===== config.mk =====
export PLATFORM = sky130hd
export DESIGN_NAME = axi_xbar_arbiter
export DESIGN_NICKNAME = d
export VERILOG_FILES = /design/src/rtl/axi_xbar_arbiter.sv
export SDC_FILE = /design/constraint.sdc
export NUM_CORES = 1
export LEC_CHECK = 0
export CAP_MARGIN = 20
export CORE_ASPECT_RATIO = 0.7
export CORE_MARGIN = 4
export CORE_UTILIZATION = 48
export DETAILED_ROUTE_END_ITERATION = 10
export GPL_TIMING_DRIVEN = 0
export PLACE_DENSITY = 0.79
export SLEW_MARGIN = 15
export SYNTH_ARGS = -nofsm -noshare
export SYNTH_HDL_FRONTEND = slang
export SYNTH_SLANG_ARGS = --single-unit

===== constraint.sdc =====
create_clock -name clk -period 1.91 [get_ports clk]
set_input_delay 0.382 -clock clk [delete_from_list [all_inputs] [get_ports clk]]
set_output_delay 0.382 -clock clk [all_outputs]
set_load 0.01 [all_outputs]

===== src/rtl/axi_xbar_arbiter.sv =====
// Two-master AXI crossbar arbiter: independent round-robin write and read grant FSMs with
// completed-transaction counters. Optional per-path watchdog enabled by AXI_XBAR_ARB_TIMEOUT_EN.
module axi_xbar_arbiter #(
    parameter int TIMEOUT_CYCLES = 1024,
    parameter int CNT_WIDTH      = 16
) (
    input  logic                 clk,
    input  logic                 rst_n,
    input  logic                 m0_aw_req,
    input  logic                 m1_aw_req,
    input  logic                 m0_ar_req,
    input  logic                 m1_ar_req,
    input  logic                 aw_hs,
    input  logic                 w_last_hs,
    input  logic                 b_hs,
    input  logic                 ar_hs,
    input  logic                 r_last_hs,
    output logic                 wr_gnt_valid,
    output logic                 wr_gnt_m1,
    output logic                 rd_gnt_valid,
    output logic                 rd_gnt_m1,
    output logic [CNT_WIDTH-1:0] wr_txn_cnt,
    output logic [CNT_WIDTH-1:0] rd_txn_cnt,
    input  logic                 err_clr,
    output logic                 err_timeout
);

    typedef enum logic [1:0] {W_IDLE, W_XFER, W_RESP} wr_state_t;
    typedef enum logic [1:0] {R_IDLE, R_ADDR, R_DATA} rd_state_t;

    // On a tie the master not served last wins; a lone requester always wins.
    function automatic logic pick_m1(input logic req0, input logic req1, input logic last_m1);
        if (req0 && req1) begin
            return !last_m1;
        end
        return req1;
    endfunction

    wr_state_t wr_state, wr_state_n;
    rd_state_t rd_state, rd_state_n;
    logic      wr_m1, wr_m1_n, rd_m1, rd_m1_n;
    logic      wr_last, wr_last_n, rd_last, rd_last_n;
    logic      aw_seen, aw_seen_n, wl_seen, wl_seen_n;
    logic      wr_done, rd_done;
    logic      wr_expected, rd_expected;
    logic      wr_timeout, rd_timeout;

    always_comb begin
        wr_expected = 1'b0;
        case (wr_state)
            W_XFER:  wr_expected = aw_hs | w_last_hs;
            W_RESP:  wr_expected = b_hs;
            default: wr_expected = 1'b0;
        endcase
    end

    always_comb begin
        rd_expected = 1'b0;
        case (rd_state)
            R_ADDR:  rd_expected = ar_hs;
            R_DATA:  rd_expected = r_last_hs;
            default: rd_expected = 1'b0;
        endcase
    end

`ifdef AXI_XBAR_ARB_TIMEOUT_EN
    localparam int WD_W = $clog2(TIMEOUT_CYCLES + 1);

    logic [WD_W-1:0] wr_wd, rd_wd;

    // A path times out on the cycle its stall count would reach TIMEOUT_CYCLES.
    assign wr_timeout = (wr_state != W_IDLE) && !wr_expected && (wr_wd == WD_W'(TIMEOUT_CYCLES - 1));
    assign rd_timeout = (rd_state != R_IDLE) && !rd_expected && (rd_wd == WD_W'(TIMEOUT_CYCLES - 1));

    always_ff @(posedge clk or negedge rst_n) begin
        if (!rst_n) begin
            wr_wd       <= '0;
            rd_wd       <= '0;
            err_timeout <= 1'b0;
        end else begin
            if (wr_state == W_IDLE || wr_expected || wr_timeout) begin
                wr_wd <= '0;
            end else begin
                wr_wd <= wr_wd + WD_W'(1);
            end
            if (rd_state == R_IDLE || rd_expected || rd_timeout) begin
                rd_wd <= '0;
            end else begin
                rd_wd <= rd_wd + WD_W'(1);
            end
            if (wr_timeout || rd_timeout) begin
                err_timeout <= 1'b1;
            end else if (err_clr) begin
                err_timeout <= 1'b0;
            end
        end
    end
`else
    logic unused_cfg;

    assign wr_timeout  = 1'b0;
    assign rd_timeout  = 1'b0;
    assign err_timeout = 1'b0;
    assign unused_cfg  = err_clr ^ (TIMEOUT_CYCLES == 0);
`endif

    always_comb begin
        wr_state_n = wr_state;
        wr_m1_n    = wr_m1;
        wr_last_n  = wr_last;
        aw_seen_n  = aw_seen;
        wl_seen_n  = wl_seen;
        wr_done    = 1'b0;
        case (wr_state)
            W_IDLE: begin
                if (m0_aw_req || m1_aw_req) begin
                    wr_state_n = W_XFER;
                    wr_m1_n    = pick_m1(m0_aw_req, m1_aw_req, wr_last);
                end
            end
            W_XFER: begin
                aw_seen_n = aw_seen | aw_hs;
                wl_seen_n = wl_seen | w_last_hs;
                if (aw_seen_n && wl_seen_n) begin
                    wr_state_n = W_RESP;
                    aw_seen_n  = 1'b0;
                    wl_seen_n  = 1'b0;
                end
            end
            W_RESP: begin
                if (b_hs) begin
                    wr_state_n = W_IDLE;
                    wr_last_n  = wr_m1;
                    wr_done    = 1'b1;
                end
            end
            default: begin
                wr_state_n = W_IDLE;
                aw_seen_n  = 1'b0;
                wl_seen_n  = 1'b0;
            end
        endcase
        if (wr_timeout) begin
            wr_state_n = W_IDLE;
            wr_last_n  = wr_m1;
            aw_seen_n  = 1'b0;
            wl_seen_n  = 1'b0;
        end
    end

    always_comb begin
        rd_state_n = rd_state;
        rd_m1_n    = rd_m1;
        rd_last_n  = rd_last;
        rd_done    = 1'b0;
        case (rd_state)
            R_IDLE: begin
                if (m0_ar_req || m1_ar_req) begin
                    rd_state_n = R_ADDR;
                    rd_m1_n    = pick_m1(m0_ar_req, m1_ar_req, rd_last);
                end
            end
            R_ADDR: begin
                if (ar_hs) begin
                    rd_state_n = R_DATA;
                end
            end
            R_DATA: begin
                if (r_last_hs) begin
                    rd_state_n = R_IDLE;
                    rd_last_n  = rd_m1;
                    rd_done    = 1'b1;
                end
            end
            default: rd_state_n = R_IDLE;
        endcase
        if (rd_timeout) begin
            rd_state_n = R_IDLE;
            rd_last_n  = rd_m1;
        end
    end

    // Last-served pointers reset to m1 so the first tie on each path goes to m0.
    always_ff @(posedge clk or negedge rst_n) begin
        if (!rst_n) begin
            wr_state   <= W_IDLE;
            rd_state   <= R_IDLE;
            wr_m1      <= 1'b0;
            rd_m1      <= 1'b0;
            wr_last    <= 1'b1;
            rd_last    <= 1'b1;
            aw_seen    <= 1'b0;
            wl_seen    <= 1'b0;
            wr_txn_cnt <= '0;
            rd_txn_cnt <= '0;
        end else begin
            wr_state <= wr_state_n;
            rd_state <= rd_state_n;
            wr_m1    <= wr_m1_n;
            rd_m1    <= rd_m1_n;
            wr_last  <= wr_last_n;
            rd_last  <= rd_last_n;
            aw_seen  <= aw_seen_n;
            wl_seen  <= wl_seen_n;
            if (wr_done) begin
                wr_txn_cnt <= wr_txn_cnt + CNT_WIDTH'(1);
            end
            if (rd_done) begin
                rd_txn_cnt <= rd_txn_cnt + CNT_WIDTH'(1);
            end
        end
    end

    assign wr_gnt_valid = (wr_state != W_IDLE);
    assign rd_gnt_valid = (rd_state != R_IDLE);
    assign wr_gnt_m1    = wr_m1;
    assign rd_gnt_m1    = rd_m1;

endmodule

==> results.md <==
- Leakage: 1.17 nW
- Initial antenna violation count: 0
- DR DRC count: 0
- Clock Tree Root: clkbuf_8
- Number of synthesized flops with an enable pin: 0
- DR vias: around 1.4k
- Endpoint class of the critical path: output pin
- Crit path largest cell delay: about 0.47 ns
- Filler Cells Inserted: 267
- DR pass1 iterations: 4
- Largest family of logic cells by synthesized area: simple AND/OR/NAND/NOR gates
- Hold slack: 0.0327 ns
- Area grow syn2layout: 34.9%
- Top cells by count, synth: dfrtp_1, xnor2_1, nor2_1, xor2_1, nand2_1
- Total power draw: 0.00269 W
- R2r setup slk: 0.36 ns
- Yosys reg bits: 42
- DP Worst Slack: 0.0593 ns
- Synth Area in Compound Gates: 0.0314
- Number of warnings issued by yosys: 0
- Fin. Hold Viols: 0
- First-pass GRT wire length: 6220 um
- Synth Area in Simple Gates: 0.199
- Crit path required time: 1.53 ns
- Vias in the first global route: 1381
- Synth top area share: 0.535
- Crit path depth: 3
- Xor and xnor area share after synthesis: 0.140
- # diodes: 0
- Detailed-route wire length per cell: 14.2 um
- Adder-cell share of the synthesized area: 0.0134
- Post-layout min period: 1.79 ns
- NumNets Final: roughly 230
- Maximum vdd drop: 0.827 mV
- Gr ovfl total: 0
- I/O Buffers: 46
- Fin crit share: 0.940
- CP delay by family, top: buffers and inverters
- Die Y: 60.2 um
- CP Buf/Inv Count: 2
- Largest net degree at the start of global routing: 25
- F_max: ~0.56 GHz
- Die Width: 82.6 um
- CP cell instances: nor2_2 -> inv_1 -> clkdlybuf4s50_1
- Cell Pwr Density: between 1000 and 1500 nW/um^2
- Hold_buf cts: 0
- Mux cell area share after synthesis: 0.0301
- Crit path DAT: 1.41 ns
- Synthesized Nets: 173
- Routability cong.: about 0.84
- Register-to-Register Path Depth: 5
- Clock Latency Late Sink: 0.29 ns
- Syn_area_per_cell: 11.8 um^2
- Share of layout cells above drive strength 1: 0.144
- Most frequent cell after synthesis: dfrtp_1
- Num ports: 49
- Setup slack after layout: 0.116 ns
- Final setup viols: 0
- Status: finished clean
- Placed Cells: approximately 260
- Core area: 3630 um^2
- Crit Path Class: register to output pin
- Max H-tree Level: 2
- Max-slew violations: 0
- HP Class: input port to async pin
- Seq/Total Area, Yosys: 0.563
- Total track usage: 0.171
- Max_cap viols: 0
- TritonCTS buffer count: 5
- Starting Density: 0.516
- DR iter-0 viols: 43
- Via/cell ratio: 5.19
- Final WL: 3770 um
- Worst Path Max Fanout: 6
- Rows: 18
- Antenna Violating Nets Remaining: 0
- Post-synthesis cell count: 159
- FFs w/ async S/R, synth: 1.00
- Most common flop cell mapped by yosys: dfrtp_1
- Final Util: 0.696
- # clock sinks: 42
- TritonCTS clock tree: built
- Maximum clock insertion buffer count: 2
- Clock-pin slew on the worst setup and hold paths: 0.08 ns
- Worst Setup Start Kind: register
- Area leader, netlist: dfrtp_1
- Final HPWL DP: 2840 um
- Netlist cell types: 32
- Clk_skew: 0.00700 ns
- Post-route insts no fill: 265
- RSZ-0062 raised after global routing: no
- Die ar.: 4980 um^2
- Slowest cell on crit path: clkdlybuf4s50_1
- Synthesized area: 1870 um^2
- Synth top area cells: dfrtp_1, xnor2_1, xor2_1
area by class of cell:
cell class,count,area (um^2),area share
Timing Repair Buffer,48,493,0.195
Multi-Input combinational cell,110,783,0.310
Inverter,4,15.0,0.00595
Sequential cell,42,1050,0.418
Tap cell,50,62.6,0.0248
Clock inverter,1,5.00,0.00198
Buffer,3,23.8,0.00942
Clock buffer,7,86.3,0.0342
kinds of logic after synthesis:
logic type / count (synthesis)
AOI/OAI and AO/OA: 9
buffers and inverters: 7
adders and majority gates: 2
other: 1
DFF: 42
muxes: 5
and+or+nand+nor: 63
xor gates and xnor gates: 30
final timing paths:
path                                start        endpoint
max reg2reg                 rd_txn_cnt[0]  rd_txn_cnt[12]
min                                 rst_n   wr_txn_cnt[8]
max in group asynchronous           rst_n         rd_last
min reg2reg                rd_txn_cnt[15]  rd_txn_cnt[15]
max                           rd_state[1]    rd_gnt_valid
min in group clk           rd_txn_cnt[15]  rd_txn_cnt[15]
where the power goes:
group          leakage (nW)  total, W  switching (W)  internal (W)
sequential            0.554   0.00129       0.000198       0.00109
combinational         0.564  0.000821       0.000344      0.000477
clock                0.0482  0.000581       0.000290      0.000292
flip-flops by register name, indices dropped and copies added (netlist names):
name,cells
rd_last,1
aw_seen,1
wr_last,1
wr_state,2
wr_txn_cnt,16
rd_state,2
wl_seen,1
rd_txn_cnt,16
wr_gnt_m1,1
rd_gnt_m1,1
repair_timing:
item,in CTS,in global routing
setup buffers,0,1
endpoints found under the hold margin,0,0
gates resized for setup,1,3
endpoints found under the setup margin,1,2
pin swaps,0,0
cell usage in the layout (no fill, tap or decap), types with 3 or more instances in the layout:
cell / netlist / final
nor3_1: 3 / 3
nand4_1: 7 / 7
clkdlybuf4s50_1: 0 / 44
xnor2_1: 17 / 17
xor2_1: 13 / 13
mux2_2: 5 / 5
nand3_1: 10 / 10
a21oi_1: 5 / 5
nor2_1: 13 / 11
and3_1: 3 / 3
dfrtp_1: 40 / 39
nand2_1: 12 / 12
inv_1: 4 / 4
clkbuf_8: 0 / 6
metrics by stage:
step	TNS (ns)	cell area [um^2]
6_report	0	2520
5_1_grt	0	2520
4_1_cts	0	2510
3_5_place_dp	0	2420
3_3_place_gp	-20.24	2390
2_1_floorplan	0	1870
worst reg2reg max path: cells and delay by family (launching register included):
kind | cells | cell delay (ns)
xor gates and xnor gates | 1 | 0.17
adders and majority gates | 1 | 0.17
DFF | 1 | 0.42
and+or+nand+nor | 3 | 0.71
metal layers:
layer	up-vias	track usage	part of all wire
met3	7	0.0482	0.053
met4	0	0.0769	0.016
met2	35	0.289	0.47
li1	660	-	-
met1	674	0.203	0.46
met5	-	0	0
No activity file was read; power rests on OpenSTA's default activity.
